[src/rtl/bitmat_engine.sv]
// rtl/bitmat_engine.sv - boolean outer-product accumulator with row-by-row readout
// Accumulates C op= a*b^T per input beat, then streams the N result rows.
module bitmat_engine #(
  parameter int N  = 8,
  parameter int KW = 8,
  localparam int RW = (N > 1) ? $clog2(N) : 1
) (
  input  logic          clk,
  input  logic          rst_n,
  input  logic          start,
  input  logic [1:0]    mode,
  input  logic [KW-1:0] k_len,
  input  logic          abort,
  output logic          busy,
  input  logic          in_valid,
  output logic          in_ready,
  input  logic [N-1:0]  in_a,
  input  logic [N-1:0]  in_b,
  output logic          out_valid,
  input  logic          out_ready,
  output logic [N-1:0]  out_data,
  output logic [RW-1:0] out_row,
  output logic          out_last
);

  typedef enum logic [1:0] {IDLE, ACCUM, READOUT} state_t;

  localparam logic [1:0] OP_OR  = 2'b00;
  localparam logic [1:0] OP_XOR = 2'b01;
  localparam logic [1:0] OP_AND = 2'b10;

  state_t        state;
  logic [N-1:0]  c [N];
  logic [KW-1:0] cnt;
  logic [1:0]    op;
  logic [RW-1:0] row;

  always_ff @(posedge clk or negedge rst_n) begin
    if (!rst_n) begin
      state <= IDLE;
      cnt   <= '0;
      op    <= OP_OR;
      row   <= '0;
      for (int i = 0; i < N; i++) c[i] <= '0;
    end else if (abort) begin
      state <= IDLE;
      cnt   <= '0;
      row   <= '0;
      for (int i = 0; i < N; i++) c[i] <= '0;
    end else begin
      unique case (state)
        IDLE: begin
          if (start) begin
            // mode 11 is folded into OR so the datapath only sees three ops
            op    <= (mode == 2'b11) ? OP_OR : mode;
            cnt   <= k_len;
            row   <= '0;
            for (int i = 0; i < N; i++) c[i] <= (mode == OP_AND) ? '1 : '0;
            state <= (k_len != '0) ? ACCUM : READOUT;
          end
        end
        ACCUM: begin
          if (in_valid) begin
            for (int i = 0; i < N; i++) begin
              unique case (op)
                OP_XOR:  c[i] <= c[i] ^ (in_b & {N{in_a[i]}});
                OP_AND:  c[i] <= c[i] & (in_b & {N{in_a[i]}});
                default: c[i] <= c[i] | (in_b & {N{in_a[i]}});
              endcase
            end
            cnt <= cnt - 1'b1;
            if (cnt == KW'(1)) state <= READOUT;
          end
        end
        READOUT: begin
          if (out_ready) begin
            if (row == RW'(N - 1)) begin
              state <= IDLE;
              row   <= '0;
            end else begin
              row <= row + 1'b1;
            end
          end
        end
        default: state <= IDLE;
      endcase
    end
  end

  assign busy      = (state != IDLE);
  assign in_ready  = (state == ACCUM);
  assign out_valid = (state == READOUT);
  assign out_row   = row;
  assign out_data  = out_valid ? c[row] : '0;
  assign out_last  = out_valid && (row == RW'(N - 1));

endmodule

[config.mk]
export PLATFORM = sky130hd
export DESIGN_NAME = bitmat_engine
export DESIGN_NICKNAME = d
export VERILOG_FILES = /design/src/rtl/bitmat_engine.sv
export SDC_FILE = /design/constraint.sdc
export NUM_CORES = 1
export LEC_CHECK = 0
export CORE_ASPECT_RATIO = 0.5
export CORE_MARGIN = 1
export CORE_UTILIZATION = 40
export DETAILED_ROUTE_END_ITERATION = 16
export PLACE_DENSITY = 0.64
export SYNTH_ARGS = -nofsm -noshare
export SYNTH_HDL_FRONTEND = slang
export SYNTH_SLANG_ARGS = --single-unit
[constraint.sdc]
create_clock -name clk -period 2.2 [get_ports clk]
set_input_delay 0.66 -clock clk [delete_from_list [all_inputs] [get_ports clk]]
set_output_delay 0.66 -clock clk [all_outputs]
set_load 0.02 [all_outputs]
==> impl_metrics.toml, run 1 <==
[cts]
clkSinkCount = 79
clockBufferDepth = 2
cts-root-buf = "clkbuf_16"
cts_tree = "yes"
cts_max_level = 3
clkTransAtPathRegs_ps = 60
cts-buffers-inserted = 9
clock_latency_ps = 340

[synthesis]
ys_ff_latch = 79
ys_types = 43
async_flop_share_pct = 100.0
yosysWarnings = 0
synth_common_cells = "136 x inv_1, 135 x nand2_1, 134 x ha_1"
syn_avg_cell_area_sq_um = 7.991
synth_area_leaders = "dfrtp_1 27%, ha_1 23%, a221oi_1 7.6%"
synth.most_common_cell = "inv_1"
synth_edf_count = 0
yosysSeqAreaShare_pct = 26.86
syn-instance-count = 921
synth.net_count = 1087
yosysTopAreaCellShare_pct = 26.86
synthesis.area_sq_mm = 0.007360
yosys.area.top_type = "dfrtp_1"
synth_ff_type = "dfrtp_1"

[sta]
slew_headroom_pct = 38.46
finalMaxSlewViolations = 0
fin_tns_setup_ps = -1914
tightest_slew_ps = 923.2
grt_setup_unrepaired = "true"
period_share_pct = 112.2
period_minus_slack_ps = 2469
setup_viol = 9
fin_ws_ps = -268.9
skew_ps = 9.108
fmax_mhz = 405.0
finalHoldViolCount = 0

[finish]
drive_gt1_share_pct = 17.23
nets = 1195
antenna_cells = 0
finalInstanceArea_sq_mm = 0.009437
area_delta_synth_final_pct = 28.22
fill_cells = 1577

[floorplan]
io_pins = 47
placementRows = 34
initial_utilization_pct = 41.59
die_x_um = 193.8
core_sq_mm = 0.01770
die_area_sq_mm = 0.01898
die_h_um = 97.92

[critical_path]
arrival_ps = 1810
path_max_fanout = 7
rr_endpoint = "state[0]$_DFFE_PN0P_"
end_kind = "primary output"
reg2reg_depth = 6
startpoint = "out_row[1]$_DFFE_PN0P_"
crit_required_ps = 1540
regToRegStartpoint = "state[0]$_DFFE_PN0P_"
criticalPathCategory = "flop to primary output"
worstSetupStartpointType = "flop"
rrSetupSlack_ps = 240

[grt]
grt_pass1_wl_mm = 35.51
grtUsageMet3_pct = 4.283
overflow = 0
grtUsageMet2_pct = 38.85
top_usage_layer = "met2"
grt_pass1_vias = 6950
antenna_found_initial = 0
use_met1_pct = 30.81
grt_use_total_pct = 23.33
grt_max_degree = 77

[drt]
dr.first_iter.drc_count = 525
ant_nets = 0
num_vias = 7050
wire_per_inst_um = 16.92
drt-vias-per-instance = 5.564
drcViolationCount = 0
dr.pass1.iters = 5
drt-total-wl_mm = 21.44

[run]
cap_violations = 0

[pwr]
ir_worst_vdd_mv = 0.7501
power_density_mw_per_mm2 = 1012
p_leak_nw = 4.930

[placement]
dpl_cell_area_sq_mm = 0.009084
numPortBuffers = 46
dp.final_hpwl_mm = 14.32
place.gp.congestion = 0.8324
pre_cts_slack_ps = -303.0

[worst_hold_path]
min_path_type = "primary input to async pin"

[status]
outcome = "finished, violations left"
violations = "negative setup slack"
-- through the flow --
step	hold slack, ps	utilization, %	std cells	power (mW)
finish	272.1	53.32	1267	9.550
global route	303.2	53.32	1267	10.34
CTS	283.4	53.34	1267	9.509
detailed placement	500.5	51.33	1249	7.856
global placement	488.7	51.33	1249	7.625
floorplan	364.4	-	921	5.678
-- power breakdown --
part / switching, mW / internal (mW)
clock: 0.608 / 1.02
combinational: 3.23 / 2.51
sequential: 0.330 / 1.85
-- what timing repair did --
item                                    4_1_cts  5_1_grt
pin swaps                                     3        0
endpoints found under the setup margin       13       13
resized for setup                            53        5
gates cloned                                  1        0
hold buffers                                  0        0
setup buffers                                 2        1
-- final cells by class --
type / instances / area [sq um] / share of cell area, %
Multi-Input combinational cell: 632 / 4628 / 49.05
Sequential cell: 79 / 1978 / 20.96
Timing Repair Buffer: 170 / 1709 / 18.11
Inverter: 137 / 514.2 / 5.449
Tap cell: 234 / 292.8 / 3.103
Clock buffer: 12 / 246.5 / 2.612
Clock inverter: 3 / 67.56 / 0.7160
-- critical path, cell delays in order, from the launching register on --
cell     delay, ps
dfrtp_2        410
buf_12         150
mux4_2         520
mux2i_1        150
nor2_1          80
buf_4          160
-- cells by family after synthesis --
kind of cell / count (synthesis) / share of synthesized area, %
multiplexers: 27 / 6.477
adder cells (fa/ha/maj): 134 / 22.78
flip-flops: 79 / 26.86
AND/OR/NAND/NOR: 241 / 13.28
AO/OA/AOI/OAI: 230 / 19.53
buffers and inverters: 210 / 11.07
-- worst max-delay path by stage --
stage          slack, ps          end  cells past startpoint
2_1_floorplan         30  out_data[0]                      5
3_3_place_gp        -260  out_data[4]                      5
3_5_place_dp        -300  out_data[4]                      5
4_1_cts             -320  out_data[3]                      6
5_1_grt             -340  out_data[5]                      5
6_report            -270  out_data[4]                      5
-- layer usage --
metal  part of all wire, %  up-vias
met5                     0        -
met4                   2.4        0
met3                   7.2       43
met2                    46      238
met1                    44     3448
li1                      -     3321
-- layout by cell type, fill, tap and decap left out, types with 4 or more instances in the layout --
| cell | instances |
|---|---|
| nand2_1 | 135 |
| mux2i_1 | 9 |
| a221oi_1 | 63 |
| o21ai_0 | 80 |
| dfrtp_1 | 78 |
| buf_12 | 27 |
| clkbuf_16 | 9 |
| ha_1 | 130 |
| inv_1 | 136 |
| nor3_1 | 4 |
| buf_4 | 97 |
| nor2_1 | 81 |
| mux4_2 | 16 |
| clkdlybuf4s50_1 | 30 |
| a21oi_1 | 74 |
| buf_2 | 6 |
-- flip-flops by register name (all words and copies together), names as in the netlist --
signal,cells
state,2
op,2
c,64
out_row,3
cnt,8
Power figures use the tool's default switching activity.
==> run 2, diff against run 1 <==
--- a/config.mk
+++ b/config.mk
@@ -8,7 +8,9 @@
 export CORE_ASPECT_RATIO = 0.5
 export CORE_MARGIN = 1
 export CORE_UTILIZATION = 40
+export CTS_CLUSTER_DIAMETER = 80
 export DETAILED_ROUTE_END_ITERATION = 16
+export GPL_ROUTABILITY_DRIVEN = 0
 export PLACE_DENSITY = 0.64
 export SYNTH_ARGS = -nofsm -noshare
 export SYNTH_HDL_FRONTEND = slang
==> results of run 2 <==
Same layout as run 1: the final DEF is identical, and so are final timing and power.
